**src/rtl/i2c_slave_regfile.sv**
```systemverilog
// I2C target exposing a 256 x 8 register space through one-cycle strobes.
// SCL/SDA are oversampled on the system clock, so there is no SCL-domain logic.
// Optional SCL-low bus timeout: define I2C_SLV_TIMEOUT_EN.
//
// state      | meaning
// -----------+----------------------------------------------------------
// IDLE       | bus free or not addressed, SDA released
// DEV_ADDR   | shifting device address + R/W bit
// ACK_ADDR   | driving ACK for the device address
// WORD_ADDR  | shifting the register pointer
// ACK_WORD   | driving ACK for the register pointer
// WRITE_DATA | shifting a write data byte
// ACK_DATA   | driving ACK for a write byte, write strobe when it ends
// READ_DATA  | driving a read byte, MSB first
// WAIT_MACK  | SDA released, sampling the master ACK/NACK
module i2c_slave_regfile #(
    parameter logic [6:0] SLAVE_ADDR  = 7'h50,
    parameter int         FILTER_LEN  = 4,
    parameter int         TIMEOUT_CYC = 2_500_000
) (
    input  logic       main_100mhz_clk_i,
    input  logic       fpga_rst_i,
    input  logic       scl_i,
    input  logic       sda_i,
    output logic       sda_oe_o,
    output logic [7:0] reg_addr_o,
    output logic [7:0] reg_wdata_o,
    output logic       reg_we_o,
    output logic       reg_rd_o,
    input  logic [7:0] reg_rdata_i,
    output logic       busy_o,
    output logic       timeout_o
);

    typedef enum logic [3:0] {
        IDLE, DEV_ADDR, ACK_ADDR, WORD_ADDR, ACK_WORD,
        WRITE_DATA, ACK_DATA, READ_DATA, WAIT_MACK
    } state_t;

    state_t      state, state_nx;
    logic [1:0]  sync1, sync2, filt, filt_q;   // bit 0 = SCL, bit 1 = SDA
    logic [3:0]  fcnt [2];
    logic        scl_f, scl_rise, scl_fall, sda_rise, sda_fall;
    logic        bus_start, bus_stop, to_hit;
    logic [7:0]  shift;
    logic [3:0]  bit_cnt;
    logic        scl_fall_d, rd_d, mack_nack;
    logic        byte_done;

    // two-flop synchronizers followed by a stability filter per line
    always_ff @(posedge main_100mhz_clk_i) begin
        if (fpga_rst_i) begin
            sync1  <= 2'b11;
            sync2  <= 2'b11;
            filt   <= 2'b11;
            filt_q <= 2'b11;
            for (int i = 0; i < 2; i++) fcnt[i] <= '0;
        end else begin
            sync1  <= {sda_i, scl_i};
            sync2  <= sync1;
            filt_q <= filt;
            for (int i = 0; i < 2; i++) begin
                if (sync2[i] == filt[i]) begin
                    fcnt[i] <= '0;
                end else if (fcnt[i] == 4'(FILTER_LEN - 1)) begin
                    filt[i] <= sync2[i];
                    fcnt[i] <= '0;
                end else begin
                    fcnt[i] <= fcnt[i] + 4'd1;
                end
            end
        end
    end

    assign scl_f     = filt[0];
    assign scl_rise  = filt[0] & ~filt_q[0];
    assign scl_fall  = ~filt[0] & filt_q[0];
    assign sda_rise  = filt[1] & ~filt_q[1];
    assign sda_fall  = ~filt[1] & filt_q[1];
    assign bus_start = sda_fall & scl_f;
    assign bus_stop  = sda_rise & scl_f;
    assign byte_done = (bit_cnt == 4'd8);
    assign busy_o    = (state != IDLE) && (state != DEV_ADDR);

`ifdef I2C_SLV_TIMEOUT_EN
    localparam int TW = $clog2(TIMEOUT_CYC + 1);
    logic [TW-1:0] to_cnt;
    logic          to_q;

    assign to_hit    = (state != IDLE) && !scl_f && (to_cnt == '0);
    assign timeout_o = to_q;

    // down-counter of consecutive SCL-low cycles while addressed
    always_ff @(posedge main_100mhz_clk_i) begin
        if (fpga_rst_i) begin
            to_cnt <= TW'(TIMEOUT_CYC - 1);
            to_q   <= 1'b0;
        end else begin
            to_q <= to_hit;
            if ((state == IDLE) || scl_f || to_hit) to_cnt <= TW'(TIMEOUT_CYC - 1);
            else                                    to_cnt <= to_cnt - 1'b1;
        end
    end
`else
    assign to_hit    = 1'b0;
    assign timeout_o = 1'b0;
`endif

    // state register
    always_ff @(posedge main_100mhz_clk_i) begin
        if (fpga_rst_i) state <= IDLE;
        else            state <= state_nx;
    end

    // next state: bus conditions first, then byte/ACK progress on scl_fall
    always_comb begin
        state_nx = state;
        if (bus_start)      state_nx = DEV_ADDR;
        else if (bus_stop)  state_nx = IDLE;
        else if (to_hit)    state_nx = IDLE;
        else if (scl_fall) begin
            case (state)
                DEV_ADDR:   if (byte_done) state_nx = (shift[7:1] == SLAVE_ADDR) ? ACK_ADDR : IDLE;
                ACK_ADDR:   state_nx = shift[0] ? READ_DATA : WORD_ADDR;
                WORD_ADDR:  if (byte_done) state_nx = ACK_WORD;
                ACK_WORD:   state_nx = WRITE_DATA;
                WRITE_DATA: if (byte_done) state_nx = ACK_DATA;
                ACK_DATA:   state_nx = WRITE_DATA;
                READ_DATA:  if (bit_cnt == 4'd7) state_nx = WAIT_MACK;
                WAIT_MACK:  state_nx = mack_nack ? IDLE : READ_DATA;
                default:    state_nx = state;
            endcase
        end
    end

    // datapath: shifting, strobes, pointer and SDA drive
    always_ff @(posedge main_100mhz_clk_i) begin
        if (fpga_rst_i) begin
            sda_oe_o    <= 1'b0;
            reg_addr_o  <= '0;
            reg_wdata_o <= '0;
            reg_we_o    <= 1'b0;
            reg_rd_o    <= 1'b0;
            shift       <= '0;
            bit_cnt     <= '0;
            scl_fall_d  <= 1'b0;
            rd_d        <= 1'b0;
            mack_nack   <= 1'b1;
        end else begin
            reg_we_o   <= 1'b0;
            reg_rd_o   <= 1'b0;
            scl_fall_d <= scl_fall;
            rd_d       <= reg_rd_o;
            if (reg_we_o) reg_addr_o <= reg_addr_o + 8'd1;

            if (bus_start || bus_stop || to_hit) begin
                bit_cnt  <= '0;
                sda_oe_o <= 1'b0;
            end else begin
                if (scl_rise) begin
                    case (state)
                        DEV_ADDR, WORD_ADDR, WRITE_DATA:
                            if (!byte_done) begin
                                shift   <= {shift[6:0], filt[1]};
                                bit_cnt <= bit_cnt + 4'd1;
                            end
                        WAIT_MACK: mack_nack <= filt[1];
                        default: ;
                    endcase
                end
                if (scl_fall) begin
                    case (state)
                        DEV_ADDR:   if (byte_done) bit_cnt <= '0;
                        ACK_ADDR: begin
                            bit_cnt  <= '0;
                            reg_rd_o <= shift[0];
                        end
                        WORD_ADDR: if (byte_done) begin
                            reg_addr_o <= shift;
                            bit_cnt    <= '0;
                        end
                        ACK_WORD:   bit_cnt <= '0;
                        WRITE_DATA: if (byte_done) bit_cnt <= '0;
                        ACK_DATA: begin
                            reg_wdata_o <= shift;
                            reg_we_o    <= 1'b1;
                            bit_cnt     <= '0;
                        end
                        READ_DATA: begin
                            shift   <= {shift[6:0], 1'b1};
                            bit_cnt <= (bit_cnt == 4'd7) ? 4'd0 : bit_cnt + 4'd1;
                        end
                        WAIT_MACK: if (!mack_nack) begin
                            reg_addr_o <= reg_addr_o + 8'd1;
                            reg_rd_o   <= 1'b1;
                            bit_cnt    <= '0;
                        end
                        default: ;
                    endcase
                end
                // the fetched byte arrives late, so its MSB is driven on load
                // rather than on the delayed fall (ACK is held one extra cycle)
                if (rd_d && (state == READ_DATA)) begin
                    shift    <= reg_rdata_i;
                    sda_oe_o <= ~reg_rdata_i[7];
                end else if (scl_fall_d && !reg_rd_o) begin
                    case (state)
                        ACK_ADDR, ACK_WORD, ACK_DATA: sda_oe_o <= 1'b1;
                        READ_DATA:                    sda_oe_o <= ~shift[7];
                        default:                      sda_oe_o <= 1'b0;
                    endcase
                end
            end
        end
    end

endmodule

```
**config.mk**
```make
export PLATFORM = sky130hd
export DESIGN_NAME = i2c_slave_regfile
export DESIGN_NICKNAME = d
export VERILOG_FILES = /design/src/rtl/i2c_slave_regfile.sv
export SDC_FILE = /design/constraint.sdc
export NUM_CORES = 1
export LEC_CHECK = 0
export CAP_MARGIN = 40
export CORE_ASPECT_RATIO = 2
export CORE_UTILIZATION = 50
export CTS_BUF_LIST = sky130_fd_sc_hd__clkbuf_8
export CTS_CLUSTER_DIAMETER = 40
export DETAILED_ROUTE_END_ITERATION = 8
export PLACE_DENSITY_LB_ADDON = 0.25
export SLEW_MARGIN = 20
export SYNTH_ARGS = -nofsm -noshare
export SYNTH_HDL_FRONTEND = slang
export SYNTH_SLANG_ARGS = --single-unit
```
**constraint.sdc**
```tcl
create_clock -name main_100mhz_clk_i -period 2.96 [get_ports main_100mhz_clk_i]
set_input_delay 0.592 -clock main_100mhz_clk_i [delete_from_list [all_inputs] [get_ports main_100mhz_clk_i]]
set_output_delay 0.592 -clock main_100mhz_clk_i [all_outputs]
set_load 0.01 [all_outputs]
```
After elaboration in Yosys (flattened, before gate mapping). Memories as Yosys holds them, arrays and structs flattened. Cells that the tools add are included.

Add/subtract/negate cells: 4. Multipliers: 0. Div/mod/pow operators: 0. Magnitude comparators: 0. Eq/ne operators: 24. Shift operators: 0. Mux-type cells: 67. Bitwise logic cells: 22. Reductions and logical operators: 22.

Operators by type and width (number): $mux 8 (11); $mux 4 (17); $mux 1 (31); $pmux 4 s7 (1); $eq 4x3->1 const B (5); $eq 4x2->1 const B (4); $ne 4x4->1 const B (4); $pmux 4 s4 (1); $pmux 8 s2 (1); $add 4x1->4 const B (3); $reduce_and 6->1 (2); $reduce_or 3->1 (4); $not 1->1 (10); $reduce_bool 9->1 (1); $add 8x1->8 const B (1); $eq 4x4->1 const B (2); $ne 2x2->1 const B (4); $eq 7x7->1 const B (1); $reduce_bool 7->1 (1); $and 1x1->1 (6); $mux 3 (2); $or 1x1->1 (6); $reduce_and 3->1 (2); $eq 4x1->1 const B (1); 12 further kinds (18).

Register bits after elaboration: 46. Latch bits: 0. RAM bits: 8. Bits in read-only memories: 0. Bits of input ports: 12. Word-level logic and storage cells: 157. Memories kept: 1.

Memories: fcnt (depth 2, width 4, read ports 2, clocked after Yosys merged registers in 0, wr ports 2, line 42) `logic [3:0] fcnt [2];`.

Logic depth before layout (Yosys ltp). Gate-level depths: netlist of run 1. An unclocked memory read counts as a cell.

Word-level depth: 8. Depth in mapped cells: 8. Mapped depth without buffers: 7.

Least setup slack after synthesis of run 1. OpenSTA, ideal clock, no wires.

Kind: reg2reg. Start: register bit_cnt[0]. End: register state[0]. Library setup time: 0.072 ns. Arrival time: 1.790 ns. Setup slack: 1.098 ns. Cell stages (with the launch flop): 8. Path buffers: 0. Clock period less this slack: 1.862 ns. Cell sequence: dfxtp_1 inv_1 ha_1 and4b_1 a2111oi_1 a211oi_4 a21oi_1 mux2i_1.

Longest elaborated chain between the ends: 3.

Ends and longest elaborated chain: start, declared (line 46) `logic [3:0] bit_cnt;`; start signal, assigned (line 165) `bit_cnt <= bit_cnt + 4'd1;`; start signal, assigned (line 191) `bit_cnt <= (bit_cnt == 4'd7) ? 4'd0 : bit_cnt + 4'd1;`; $eq 4x3->1 / $eq 4x4->1 (equally long branches) (line 129, 82); $ne 4x4->1 (no source line); $reduce_and 6->1 (no source line) *; end signal, assigned (line 112) `else state <= state_nx;`; end, declared (line 40) `state_t state, state_nx;`.

Mark *: on every way between the ends. The rest lies on a longest branch, timed or not. A chain may end at the register's enable or synchronous reset.

Worst setup path in the final report of run 1.
Start: register state[3]. End: output busy_o.

Longest elaborated chain between the ends: 2.

Ends and longest elaborated chain: $ne 4x1->1 / $reduce_bool 4->1 (equally long branches) (line 83) `assign busy_o = (state != IDLE) && (state != DEV_ADDR);`; $logic_and 1x1->1 * (line 83); end, declared (line 31) `output logic busy_o,`.

Marked as above.

==> results of run 1 <==
[worst max-delay path, delay by kind of cell (launching register included)]
kind	cells	cell delay (ns)
buffers and inverters	1	0.50
AND/OR/NAND/NOR	1	0.46
flip-flops	1	0.49
[cell families after synthesis]
| family | after synthesis | synth area share [%] |
|---|---|---|
| other | 2 | 0.256 |
| adders and majority gates | 5 | 2.13 |
| buffers and inverters | 32 | 4.95 |
| DFF | 54 | 39.6 |
| muxes | 12 | 4.09 |
| AOI/OAI and AO/OA | 69 | 17.1 |
| and+or+nand+nor | 139 | 25.9 |
| xor gates and xnor gates | 20 | 5.97 |
[registers in the layout (all words and copies together) (netlist names), 2 cells and up]
register	cells
state	4
fcnt	8
sync1	2
bit_cnt	4
sync2	2
reg_wdata_o	8
shift	8
filt	2
reg_addr_o	8
filt_q	2
[metal layers]
metal / routed length (um) / share of wire [%] / track usage (%) / vias to the layer above
li1: - / - / - / 1235
met1: 2650 / 38 / 23.7 / 1190
met2: 3910 / 56 / 46.9 / 66
met3: 237 / 3.4 / 3.73 / 17
met4: 247 / 3.5 / 13.4 / 0
met5: 0 / 0 / 0 / -
[cell usage after synthesis, types with 3 or more instances]
cell       count
dfxtp_1       46
nand2b_1      11
buf_4          5
xnor2_1       10
nand2_1       24
a21oi_1       15
nor2_1        40
nand3_1       14
mux2i_1       12
o21ai_0        4
a31oi_1        4
edfxtp_1       8
nand4_1        5
clkbuf_1      13
a211o_1        4
o21ai_1        3
and3_1         5
o21bai_1       3
a211oi_1       5
or2_2          6
o22ai_1        5
or3_1          3
a311oi_1       8
ha_1           5
nor2b_1        5
nor3b_1        3
xor2_1        10
buf_2          5
a22oi_1        5
inv_1          9
o2bb2ai_1      3
[cell type report]
class / instances / area (um2)
fill: 524 / 2290
tap: 61 / 76.3
sequential: 54 / 1160
clock buffer: 5 / 68.8
inverter: 9 / 33.8
clock inverter: 3 / 22.5
multi-input combinational: 254 / 1650
timing repair buffer: 37 / 355
[power breakdown]
group / switching [mW] / internal, mW / total, mW
sequential: 0.00763 / 0.753 / 0.761
combinational: 0.0317 / 0.0305 / 0.0622
clock: 0.263 / 0.171 / 0.433
total: 0.302 / 0.954 / 1.26
[final timing paths]
| path | start | endpoint | slack (ns) | cells after the start |
|---|---|---|---|---|
| hold / removal | sync1[0]$_SDFF_PP1_ | sync2[0]$_SDFF_PP1_ | 0.43 | 1 |
| hold reg to reg | sync1[0]$_SDFF_PP1_ | sync2[0]$_SDFF_PP1_ | 0.43 | 1 |
| setup / recovery | state[3]$_SDFFE_PP0P_ | busy_o | 0.61 | 2 |
| setup reg to reg | state[3]$_SDFFE_PP0P_ | shift[4]$_SDFFE_PP0P_ | 0.67 | 5 |
[per-stage QoR]
step	util (%)	power [mW]	hold WS (ns)	cells	setup slack, ns
finish	59.6	1.26	0.434	423	0.611
global route	59.6	1.30	0.448	423	0.449
CTS	59.6	1.27	0.436	423	0.609
detailed placement	58.0	0.839	0.404	415	0.692
global placement	58.0	0.838	0.402	415	0.772
floorplan	-	0.813	0.389	340	1.10
==> metrics.md, run 1 <==
| Metric | Value |
|---|---|
| Status | `finished, final reports clean` |
| Number of H-tree levels | `2` |
| Slowest cell on crit path | `clkdlybuf4s50_1` |
| DR WL/cell | `16.6 um` |
| Clk buf depth | `2` |
| Synth area leader | `dfxtp_1` |
| Gpl congestion | `0.946` |
| Crit end category | `output port` |
| TNS Setup | `0 ns` |
| Post-route ant nets | `0` |
| Max-slew violation count | `0` |
| Post-CTS Setup Inserts | `0` |
| First-pass iteration count of the detailed router | `4` |
| Netlist cell types | `59` |
| Cts-stage hold buffer count | `0` |
| Syn-to-layout area delta | `14.9%` |
| Grt ovf | `0` |
| Syn Area/Cell | `8.81 um2` |
| Power per cell area | `373 nW/um2` |
| Initial antenna violation count | `0` |
| Die width | `56.2 um` |
| Final worst-path cycle share | `79.4%` |
| CP cell instances | `or3_1 > clkdlybuf4s50_1` |
| Number of enable flip-flop cells after synthesis | `8` |
| Top cells by area, synth | `dfxtp_1 (31%), edfxtp_1 (8.2%), nor2_1 (5.1%)` |
| Worst skew pair latency | `0.32 ns` |
| Pleak | `1.28 nW` |
| PostCTS Resize Cnt | `0` |
| Instance count of the mapped netlist | `333` |
| Drt via density | `5.93` |
| Crit start category | `register` |
| Routed wire length | `7.04 mm` |
| Wire length of the first global-routing pass | `11.5 mm` |
| RSZ-0062 raised after global routing | `false` |
| Ys async rst share | `0%` |
| Design area | `3370 um2` |
| Commonest non-fill, non-tap cell in the layout | `dfxtp_1` |
| Layout cells sized above 1 | `8.01%` |
| Setup CP Type | `register to output port` |
| Peak VDD IR | `526 uV` |
| DR vias | `2,508` |
| Worst-margin pin slew | `0.659 ns` |
| Commonest non-fill, non-tap cells in the layout | `dfxtp_1 (46), nor2_1 (40), clkdlybuf4s50_1 (31)` |
| Ys flop type | `dfxtp_1` |
| # rows | `39` |
| Clk root buf | `clkbuf_8` |
| Die area | `6200 um2` |
| Peak Freq | `426 MHz` |
| Core ar. | `5660 um2` |
| MaxCap Viol Count | `0` |
| Die Ht | `110 um` |
| CTS tree | `yes` |
| Post-synthesis sequential element count | `54` |
| Slew HR | `56.0%` |
| Seq/Total Area, Yosys | `39.6%` |
| Vias in the first global route | `2,503` |
| Worst-path fanout max | `18` |
| Clk_skew | `0.00895 ns` |
| Top-area cell type share of the netlist area | `31.4%` |
| Starting Density | `51.8%` |
| # DRC | `0` |
| Worst Hold Class | `register to register` |
| Num Clock Sinks | `54` |
| Final net count | `378` |
| Final setup viols | `0` |
| Ant diodes | `0` |
| Largest net degree at the start of global routing | `23` |
| GR Util All Layers | `24.1%` |
| Netlist Area Pre-Place | `2930 um2` |
| Data required, critical path | `2.37 ns` |
| Port bufs | `31` |
| Worst path max stage delay | `0.50 ns` |
| Final min period | `2.35 ns` |
| DP Wirelength | `5.30 mm` |
| Initial drt markers | `114` |
| Cts bufs inserted | `5` |
| Syn. warnings | `0` |
| Hold Violations, Final | `0` |
| CP arrival | `1.76 ns` |
| Placed instance area | `3280 um2` |
| Io pins | `33` |
| CTS clock-pin slew for the worst setup and hold paths | `0.10 ns` |
No activity file was read; power rests on OpenSTA's default activity.
==> inputs of run 2 (changes only) <==
clock period = 2.34 ns   (was 2.96 ns; I/O delays follow)
==> run 2 against run 1 <==
  * First-iteration DRC count rose by 21%
  * Cell area is 2.0% higher
  * Sequential cell count unchanged
  * Worst hold slack got worse by 0.030 ns
  * Utilization grew 1.2 points
  * Total power rose by 29%
  * Global-route usage is 1.0 points higher
  * Via count rose by 1.1%
  * Critical path depth up 1
==> metrics.md, run 2 (synthesis gave the netlist of run 1 again) <==
| Metric | Value |
|---|---|
| RR Endpoint | `state[0]$_SDFFE_PP0P_` |
| Peak Freq | `443 MHz` |
| Number of H-tree levels | `2 (unchanged)` |
| Setup slack, reg-to-reg | `0.34 ns (-0.33 ns)` |
| Worst skew pair latency | `0.33 ns (about the same)` |
| Crit start category | `register` |
| First-pass iteration count of the detailed router | `4 (unchanged)` |
| Depth of the worst hold-timing path | `1 (unchanged)` |
| Layout cells sized above 1 | `10.1% (+2.0 points)` |
| CTS tree | `yes` |
| CTS clock-pin slew for the worst setup and hold paths | `0.11 ns (about the same)` |
| Gpl congestion | `0.915 (-3.2%)` |
| Vias in the first global route | `2,477 (-1.0%)` |
| Die area | `6200 um2 (unchanged)` |
| Final setup viols | `0 (unchanged)` |
| DR vias | `2,536 (+1.1%)` |
| DP Wirelength | `5.61 mm (+5.9%)` |
| Max-slew violation count | `0 (unchanged)` |
| Placed insts | `421 (+1.4%)` |
| Setup CP Type | `register to output port` |
| Hold Violations, Final | `0 (unchanged)` |
| Peak VDD IR | `599 uV (+14%)` |
| Die width | `56.2 um (unchanged)` |
| Slew HR | `59.4% (+3.5 points)` |
| Worst Hold Class | `register to register` |
| Worst path buffer plus inverter count | `2 (+1)` |
| Final min period | `2.26 ns` |
| Commonest non-fill, non-tap cells in the layout | `dfxtp_1 (44), nor2_1 (40), clkdlybuf4s50_1 (31)` |
| Commonest non-fill, non-tap cell in the layout | `dfxtp_1` |
| Drt via density | `5.91 (-0.30%)` |
| Slowest cell on crit path | `clkdlybuf4s50_1` |
| Core ar. | `5660 um2 (unchanged)` |
| Initial antenna violation count | `0 (unchanged)` |
| Top delay family on crit path | `buffers and inverters` |
| Cts-stage hold buffer count | `0 (unchanged)` |
| Crit end category | `output port` |
| Power per cell area | `472 nW/um2 (+27%)` |
| Final hold slack | `0.404 ns (-0.0303 ns)` |
| TNS Setup | `0 ns (unchanged)` |
| Syn-to-layout area delta | `17.2%` |
| # DRC | `0 (unchanged)` |
| # rows | `39 (unchanged)` |
| Clk root buf | `clkbuf_8` |
| Cts bufs inserted | `5 (unchanged)` |
| Clk_skew | `0.0129 ns (+0.00399 ns)` |
| DR WL/cell | `17.2 um (+3.6%)` |
| Num Clock Sinks | `54 (unchanged)` |
| Die Ht | `110 um (unchanged)` |
| Worst-margin pin slew | `0.607 ns (-0.0518 ns)` |
| Ant diodes | `0 (unchanged)` |
| Final worst-path cycle share | `96.5%` |
| Worst-path fanout max | `10 (-8)` |
| Initial drt markers | `138 (+21%)` |
| Status | `finished, final reports clean` |
| CP cell instances | `buf_4 > or3_1 > clkdlybuf4s50_1` |
| Place WS | `0.321 ns (-0.370 ns)` |
| Routed wire length | `7.40 mm (+5.1%)` |
| CP arrival | `1.79 ns (+0.03 ns)` |
| Starting Density | `51.8% (unchanged)` |
| Post-route ant nets | `0 (unchanged)` |
| Pleak | `1.32 nW (+3.2%)` |
| Clk buf depth | `2 (unchanged)` |
| Worst R2R Path Depth | `7 (+2)` |
| GR Util All Layers | `25.1% (+1.0 points)` |
| Fin cells | `429 (+1.4%)` |
| Data required, critical path | `1.87 ns (-0.50 ns)` |
| Grt ovf | `0 (unchanged)` |
| MaxCap Viol Count | `0 (unchanged)` |
| Worst path max stage delay | `0.49 ns (about the same)` |
| Hold Startpoint | `sync1[1]$_SDFF_PP1_` |
| Largest net degree at the start of global routing | `38 (+65%)` |
| Hold Path Sink | `sync2[1]$_SDFF_PP1_` |
| Port bufs | `31 (unchanged)` |
| Wire length of the first global-routing pass | `11.9 mm (+3.0%)` |
| Final net count | `384 (+1.6%)` |
| RSZ-0062 raised after global routing | `false` |
| Worst setup margin | `0.0823 ns (-0.529 ns)` |
| R2R Path Start | `bit_cnt[0]$_SDFF_PP0_` |
| Io pins | `33 (unchanged)` |
==> run 2: routing by layer <==
metal / vias up / part of all wire (%) / wire, um / GRT usage [%]
met1: 1215 / 38 / 2810 / 25.0
met2: 52 / 56 / 4160 / 49.3
met3: 19 / 2.2 / 161 / 3.62
li1: 1250 / - / - / -
met5: - / 0 / 0 / 0
met4: 0 / 3.5 / 262 / 12.9
==> run 2: worst max-delay path by stage <==
| stage | cells past startpoint | slack [ns] | end | start |
|---|---|---|---|---|
| 2_1_floorplan | 7 | 0.48 | state[0]$_SDFFE_PP0P_ | bit_cnt[0]$_SDFF_PP0_ |
| 3_3_place_gp | 5 | 0.35 | bit_cnt[1]$_SDFF_PP0_ | state[1]$_SDFFE_PP0P_ |
| 3_5_place_dp | 5 | 0.32 | bit_cnt[1]$_SDFF_PP0_ | state[1]$_SDFFE_PP0P_ |
| 4_1_cts | 3 | 0.03 | busy_o | state[3]$_SDFFE_PP0P_ |
| 5_1_grt | 3 | 0.04 | busy_o | state[3]$_SDFFE_PP0P_ |
| 6_report | 3 | 0.08 | busy_o | state[3]$_SDFFE_PP0P_ |
==> run 2: where the power goes <==
| group | internal, mW | leakage [nW] | switching [mW] | total (mW) |
|---|---|---|---|---|
| registers | 0.953 | 0.455 | 0.0104 | 0.963 |
| clock network | 0.225 | 0.0506 | 0.351 | 0.575 |
| logic | 0.0419 | 0.813 | 0.0411 | 0.0830 |
| total | 1.22 | 1.32 | 0.402 | 1.62 |
==> run 2: cell type report <==
cell class                      instances  area (um2)
Fill cell                             491        2220
Multi-Input combinational cell        254        1650
Sequential cell                        54        1160
Timing Repair Buffer                   43         413
Tap cell                               61        76.3
Clock buffer                            5        68.8
Inverter                                9        33.8
Clock inverter                          3        28.8
==> run 2: through the flow <==
step	total power [mW]	instance area [um2]	util [%]
2_1_floorplan	1.03	2960	-
3_3_place_gp	1.07	3340	59.0
3_5_place_dp	1.07	3340	59.0
4_1_cts	1.63	3440	60.7
5_1_grt	1.67	3440	60.7
6_report	1.62	3440	60.7
==> run 2: repair_timing <==
action | 4_1_cts | 5_1_grt
buffers inserted | 0 | 0
gates resized for setup | 0 | 2
endpoints found under the setup margin | 0 | 1
